File: src/rtl/sha_auth_pkg.sv
// Shared types and constants for the PMU SHA-256 authentication loader.
package sha_auth_pkg;

    localparam int unsigned SHA_WORD_W    = 32;
    localparam int unsigned SHA_NUM_WORDS = 8;
    localparam int unsigned SHA_ADDR_W    = 3;

    typedef enum logic [2:0] {
        ST_IDLE,
        ST_LOAD_BLK,
        ST_LOAD_DIG,
        ST_INIT,
        ST_WAIT,
        ST_RESULT
    } state_e;

endpackage

File: src/rtl/sha_auth_loader.sv
// Streams a message block and expected digest into the SHA wrapper, strobes init,
// waits a fixed time and reports a sticky pass/fail authentication result.
module sha_auth_loader
    import sha_auth_pkg::*;
#(
    parameter int unsigned WAIT_CYCLES = 80
) (
    input  logic                  clk,
    input  logic                  reset_n,
    input  logic                  start,
    input  logic                  s_valid,
    input  logic [SHA_WORD_W-1:0] s_data,
    output logic                  s_ready,
    output logic                  sha_cs,
    output logic                  sha_we,
    output logic                  sha_wc,
    output logic [SHA_ADDR_W-1:0] sha_address,
    output logic [SHA_WORD_W-1:0] sha_write_data,
    input  logic                  sha_digest_valid,
    output logic                  busy,
    output logic                  done,
    output logic                  auth_pass,
    output logic                  auth_fail
);

    localparam logic [7:0]            WAIT_LOAD = 8'(WAIT_CYCLES - 1);
    localparam logic [SHA_ADDR_W-1:0] LAST_IDX  = SHA_ADDR_W'(SHA_NUM_WORDS - 1);

    state_e                state_q, state_d;
    logic [SHA_ADDR_W-1:0] wcnt_q, wcnt_d;
    logic [7:0]            wait_q, wait_d;
    logic                  cs_q, cs_d;
    logic                  we_q, we_d;
    logic                  wc_q, wc_d;
    logic [SHA_ADDR_W-1:0] addr_q, addr_d;
    logic [SHA_WORD_W-1:0] wdata_q, wdata_d;
    logic                  pass_q, pass_d;
    logic                  fail_q, fail_d;
    logic                  loading;
    logic                  hs;
    logic                  last_word;

    // Ready depends on registered state only, never on s_valid.
    assign loading   = (state_q == ST_LOAD_BLK) || (state_q == ST_LOAD_DIG);
    assign hs        = s_valid & loading;
    assign last_word = (wcnt_q == LAST_IDX);

    always_comb begin
        state_d = state_q;
        wcnt_d  = wcnt_q;
        wait_d  = wait_q;
        cs_d    = 1'b0;
        we_d    = 1'b0;
        wc_d    = wc_q;
        addr_d  = addr_q;
        wdata_d = wdata_q;
        pass_d  = pass_q;
        fail_d  = fail_q;

        if (hs) begin
            we_d    = 1'b1;
            wc_d    = (state_q == ST_LOAD_BLK);
            addr_d  = wcnt_q;
            wdata_d = s_data;
            wcnt_d  = wcnt_q + 1'b1;
        end

        unique case (state_q)
            ST_IDLE: begin
                if (start) begin
                    pass_d  = 1'b0;
                    fail_d  = 1'b0;
                    wcnt_d  = '0;
                    state_d = ST_LOAD_BLK;
                end
            end
            ST_LOAD_BLK: begin
                if (hs && last_word) state_d = ST_LOAD_DIG;
            end
            ST_LOAD_DIG: begin
                if (hs && last_word) state_d = ST_INIT;
            end
            ST_INIT: begin
                cs_d    = 1'b1;
                wait_d  = WAIT_LOAD;
                state_d = ST_WAIT;
            end
            ST_WAIT: begin
                if (wait_q == 8'd0) begin
                    pass_d  = sha_digest_valid;
                    fail_d  = ~sha_digest_valid;
                    state_d = ST_RESULT;
                end else begin
                    wait_d = wait_q - 8'd1;
                end
            end
            ST_RESULT: begin
                state_d = ST_IDLE;
            end
            default: begin
                state_d = ST_IDLE;
            end
        endcase
    end

    always_ff @(posedge clk or negedge reset_n) begin
        if (!reset_n) begin
            state_q <= ST_IDLE;
            wcnt_q  <= '0;
            wait_q  <= '0;
            cs_q    <= 1'b0;
            we_q    <= 1'b0;
            wc_q    <= 1'b0;
            addr_q  <= '0;
            wdata_q <= '0;
            pass_q  <= 1'b0;
            fail_q  <= 1'b0;
        end else begin
            state_q <= state_d;
            wcnt_q  <= wcnt_d;
            wait_q  <= wait_d;
            cs_q    <= cs_d;
            we_q    <= we_d;
            wc_q    <= wc_d;
            addr_q  <= addr_d;
            wdata_q <= wdata_d;
            pass_q  <= pass_d;
            fail_q  <= fail_d;
        end
    end

    assign s_ready        = loading;
    assign sha_cs         = cs_q;
    assign sha_we         = we_q;
    assign sha_wc         = wc_q;
    assign sha_address    = addr_q;
    assign sha_write_data = wdata_q;
    assign busy           = (state_q != ST_IDLE);
    assign done           = (state_q == ST_RESULT);
    assign auth_pass      = pass_q;
    assign auth_fail      = fail_q;

endmodule

File: config.mk
export PLATFORM = sky130hd
export DESIGN_NAME = sha_auth_loader
export DESIGN_NICKNAME = d
export VERILOG_FILES = /design/src/rtl/sha_auth_pkg.sv /design/src/rtl/sha_auth_loader.sv
export SDC_FILE = /design/constraint.sdc
export NUM_CORES = 1
export LEC_CHECK = 0
export ABC_CLOCK_PERIOD_IN_PS = 1870
export BUFFER_PORTS_ARGS = -buffer_cell sky130_fd_sc_hd__buf_2
export CORE_AREA = 5 5 81 83
export DETAILED_ROUTE_END_ITERATION = 8
export DIE_AREA = 0 0 86 88
export PLACE_DENSITY = 0.74
export SLEW_MARGIN = 20
export SYNTH_ARGS = -nofsm -noshare
export SYNTH_HDL_FRONTEND = slang
export SYNTH_SLANG_ARGS = --single-unit
File: constraint.sdc
create_clock -name clk -period 1.87 [get_ports clk]
set_input_delay 0.187 -clock clk [delete_from_list [all_inputs] [get_ports clk]]
set_output_delay 0.187 -clock clk [all_outputs]
set_load 0.05 [all_outputs]
Word-level counts from Yosys, hierarchy flattened
Cells that the tools add are included.

Reductions and logical operators: 10. $add $sub $neg: 2. Mux-type cells: 17. Equal/unequal tests: 11. Bitwise gates (word level): 2.

Operator list (count): 3-bit 2-to-1 mux (7); 8-bit one-hot mux with 2 select lines (1); 3-bit one-hot mux with 5 select lines (1); 3-bit == test, second input constant (3); 8-bit zero test (1); 8-bit 2-to-1 mux (1); 8-bit by 1-bit subtractor with 8-bit output, second input constant (1); 3-bit by 2-bit == test with 1-bit output, second input constant (2); 2-bit inequality test, second input constant (3); 1-bit 2-to-1 mux (5); 2-bit by 1-bit inequality test with 1-bit output, second input constant (2); 1-bit one-hot mux with 2 select lines (2); 4-bit AND reduction (1); 2-bit nonzero test (2); 3-bit by 1-bit adder with 3-bit output, second input constant (1); 3-bit by 1-bit == test with 1-bit output, second input constant (1); 3-bit zero test (1); 3-bit AND reduction (1); 3-bit nonzero test (1); 2-bit AND reduction (1); 1-bit bitwise AND (1); 1-bit logical AND (1); 1-bit logical OR (1); 1-bit NOT (1).

Input bits: 37. Word-level logic and storage cells: 52. Register bits after elaboration: 54.

Longest topological paths before layout
Depth after elaboration: 6. Gate-level depth with buffers: 5.

Worst setup path before layout
OpenSTA, ideal clock, no wires.

Path kind: register to register. Start point: register wait_q[0]. End point: register pass_q, in the netlist auth_pass. Arrival: 1.576 ns. Setup time: 0.125 ns. Path slack: 0.169 ns. Stages on the path, launching flop included: 6. Path through: dfrtp_1 > inv_1 > ha_1 > nor3b_1 > nand3_1 > mux2_2.

Longest elaborated chain between the ends: 3.

RTL lines: from (decl) (line sha_auth_loader.sv:31) `logic [7:0] wait_q, wait_d;`; from (signal assigned) (line sha_auth_loader.sv:121) `wait_q <= wait_d;`; 8-bit zero test (line sha_auth_loader.sv:89) `if (wait_q == 8'd0) begin`; 2-bit inequality test (no source line); 3-bit AND reduction (no source line); to (signal assigned) (line sha_auth_loader.sv:127) `pass_q <= pass_d;`; to (decl) (line sha_auth_loader.sv:37) `logic pass_q, pass_d;`.

No other way between the ends. A chain may end at the register's enable or synchronous reset.

Worst setup path in the final report
Start point: register state_q[1]. End point: output busy.

Longest elaborated chain between the ends: 1.

RTL lines: from (decl) (line sha_auth_loader.sv:29) `state_e state_q, state_d;`; from (signal assigned) (line sha_auth_loader.sv:119) `state_q <= state_d;`; 3-bit nonzero test (line sha_auth_loader.sv:138) `assign busy = (state_q != ST_IDLE);`; to (decl) (line sha_auth_loader.sv:20) `output logic busy,`.

No other way between the ends.

==> flow_metrics.env <==
export IMPL_avgViaCountPerCell=4.88
export IMPL_areaGrowthSynthToFinish_pct=27.2
export IMPL_cts_root_buf="clkbuf_8"
export IMPL_min_from="sha_digest_valid"
export IMPL_min_to="auth_fail"
export IMPL_wl_met1_mm=1.88
export IMPL_r2r_slack_ns=0.16
export IMPL_r2r_end="wait_q[4]"
export IMPL_worst_slew_pin_slew_ns=0.556
export IMPL_dieHeight_um=88
export IMPL_syn_area_um2=2370
export IMPL_hpwl_mm=3.45
export IMPL_cp_start_kind="flip-flop"
export IMPL_die_x_um=86
export IMPL_ys_seq_area_share_pct=57.0
export IMPL_p_per_area_nw_per_um2=754
export IMPL_synth_warnings=0
export IMPL_yosys_area_top_type_share_pct=57.0
export IMPL_grt_use_total_pct=12.4
export IMPL_grt_pass1_wl_mm=7.47
export IMPL_crit_path_top_delay_cell="dfrtp_1"
export IMPL_netlist_instances=173
export IMPL_arrival_ns=1.53
export IMPL_synth_area_top_cells="dfrtp_1 57%, mux2_1 14%, mux2_2 3.3%"
export IMPL_regToRegStartpoint="wait_q[0]"
export IMPL_whs_path_depth=2
export IMPL_antenna_cells=0
export IMPL_worst_r2r_path_depth=5
export IMPL_top_layer="met4"
export IMPL_relSlewSlack_pct=62.4
export IMPL_synth_flop_cell="dfrtp_1"
export IMPL_drive_above_1_share_pct=42.5
export IMPL_grt_overflow=0
export IMPL_pwr_share_seq_pct=53.8
export IMPL_report_final_hold_viol_count=0
export IMPL_cpPeakStageDelay_ns=0.47
export IMPL_wire_per_inst_um=13.3
export IMPL_place_congestion=0.799
export IMPL_drc_errors=0
export IMPL_wl_met2_mm=2.16
export IMPL_postSynth_asyncResetShare_pct=100
export IMPL_post_cts_setup_buffers=0
export IMPL_combPwrFrac_pct=12.1
export IMPL_antenna_found_initial=0
export IMPL_pwr_share_clk_pct=34.1
export IMPL_synth_enable_flop_cells=0
export IMPL_crit_path_start="state_q[1]"
export IMPL_switchingPower_w=0.000559
export IMPL_fmax_mhz=584
export IMPL_num_rows=28
export IMPL_required_ns=1.68
export IMPL_grt_start_max_net_pins=37
export IMPL_maxCapViolations=0
export IMPL_ir_drop_v=0.000419
export IMPL_fin_nets=302
export IMPL_whs_ns=0.0811
export IMPL_layout_min_cycle_time_ns=1.71
export IMPL_setup_ws_ns=0.156
export IMPL_met3_length_um=368
export IMPL_cts_max_path_buffers=2
export IMPL_grt_pass1_vias=1609
export IMPL_cts_tree="built"
export IMPL_clkSlewWorstSetupHoldPaths_ns=0.09
export IMPL_rsz0062_at_grt="no"
export IMPL_setup_viol=0
export IMPL_syn_nets=214
export IMPL_period_share_pct=91.6
export IMPL_crit_chain="buf_4 -> or3_1 -> buf_2"
export IMPL_ant_nets=0
export IMPL_cts_buffers=5
export IMPL_end_kind="primary output"
export IMPL_internal_power_w=0.00171
export IMPL_switching_share_pct=24.6
export IMPL_critPathKind="reg -> out"
export IMPL_tns_ns=0
export IMPL_first_pass_iters=3
export IMPL_p_leak_nw=1.59
export IMPL_drt_wl_total_mm=4.47
export IMPL_fin_skew_ns=0.00631
export IMPL_clock_latency_ns=0.30
export IMPL_slew_viol_final=0
export IMPL_ioPinCount=80
export IMPL_numClockSinks=54
export IMPL_first_iter_violations=28
export IMPL_holdCritPathClass="in -> reg"
export IMPL_outcome="finished clean"
export IMPL_dieArea_um2=7570
export IMPL_fp_coreArea_um2=5780
export IMPL_cp_max_fo=10
export IMPL_synth_largest_area_cell="dfrtp_1"
export IMPL_post_place_ws_ns=0.0869
export IMPL_synth_seq_cells=54
export IMPL_cpLargestDelayFamily="flip-flops"
export IMPL_synth_distinct_cells=44
export IMPL_vias=1639
export IMPL_cts_max_level=2
export IMPL_io_buffers=79
export IMPL_fillers=515
export IMPL_start_util_pct=41.0
export IMPL_final_util_pct=52.2
export IMPL_critical_path_buf_inv_count=2
export IMPL_avgSynthCellArea_um2=13.7
==> cell usage after synthesis (all sizes together), types with 2 or more instances <==
cell,n
dfrtp,54
mux2,36
a21oi,8
nor2,8
mux2i,6
buf,5
ha,4
inv,4
o21ai,4
nand2,3
nand2b,3
nand3,3
or3,3
a211oi,2
a311o,2
and2,2
nor2b,2
nor3b,2
nor4,2
nor4b,2
or3b,2
==> timing repair <==
action                                 CTS  global route
setup endpoints to repair                0             2
resized for setup                        0             1
hold buffers                             1             0
endpoints found under the hold margin   24             0
==> power groups by stage <==
| stage | clock, W | sequential, W | combinational (W) |
|---|---|---|---|
| 6_report | 0.000776 | 0.00122 | 0.000275 |
| 5_1_grt | 0.000867 | 0.00123 | 0.000294 |
| 4_1_cts | 0.000816 | 0.00122 | 0.000280 |
| 3_5_place_dp | 0 | 0.00125 | 0.000279 |
| 3_3_place_gp | 0 | 0.00124 | 0.000275 |
| 2_1_floorplan | 0 | 0.00138 | 0.0000302 |
==> sequential cells by signal, summed over array words and instances, names as in the netlist <==
register	flops
sha_we	1
wcnt_q	3
sha_write_data	32
auth_fail	1
auth_pass	1
state_q	3
wait_q	8
sha_address	3
sha_cs	1
sha_wc	1
==> per-stage QoR <==
| stage | cells | power [W] | cell area [um2] |
|---|---|---|---|
| floorplan | 173 | 0.00141 | 2370 |
| global placement | 328 | 0.00152 | 2890 |
| detailed placement | 328 | 0.00152 | 2890 |
| CTS | 336 | 0.00232 | 3010 |
| global route | 336 | 0.00239 | 3020 |
| finish | 336 | 0.00227 | 3020 |
==> worst max-delay path by stage <==
stage                endpoint  slack (ns)  depth (start not counted)
detailed placement  wait_q[2]        0.09                          6
finish                   busy        0.16                          3
CTS                 wait_q[2]        0.07                          6
floorplan           auth_pass        0.17                          5
global route        wait_q[4]        0.07                          5
global placement    wait_q[2]        0.13                          6
==> routing by layer <==
layer	GRT usage, %	up-vias
li1	-	797
met1	15.2	784
met2	20.9	52
met3	3.57	6
met4	4.32	0
met5	0	-
==> placed cells by master, fill, tap and decap left out, types with 4 or more instances in the layout <==
cell type  count
dfrtp_1       54
o21ai_0        4
inv_1          4
clkbuf_8       6
buf_4          5
buf_2         79
nor2_1         7
mux2_2         7
a21oi_1        7
mux2_1        29
ha_1           4
mux2i_1        6
==> worst register-to-register path, cell delays in order (launching register included) <==
cell and delay (ns):
dfrtp_1 0.42, inv_1 0.09, ha_1 0.21, or3b_2 0.45, a211oi_1 0.27, mux2i_1 0.21
==> cell families (layout without fill, tap and decap cells) <==
family                   Yosys count  in the layout  synth area share, %
flip-flops                        54             54                 57.0
multiplexers                      42             42                 19.6
XOR/XNOR                           2              2                 1.06
AO/OA/AOI/OAI                     21             21                 5.91
adder cells (fa/ha/maj)            4              4                 2.11
buffers and inverters             11             99                 2.85
AND/OR/NAND/NOR                   39             39                 11.4
==> layout make-up <==
type	count	area (um2)	share of cell area, %
tap	75	93.8	3.11
timing repair buffer	87	483	16.0
clock inverter	1	30.0	0.996
clock buffer	6	82.6	2.74
multi-input combinational	108	956	31.7
sequential	54	1350	44.8
inverter	5	18.8	0.622
Power figures use the tool's default switching activity.
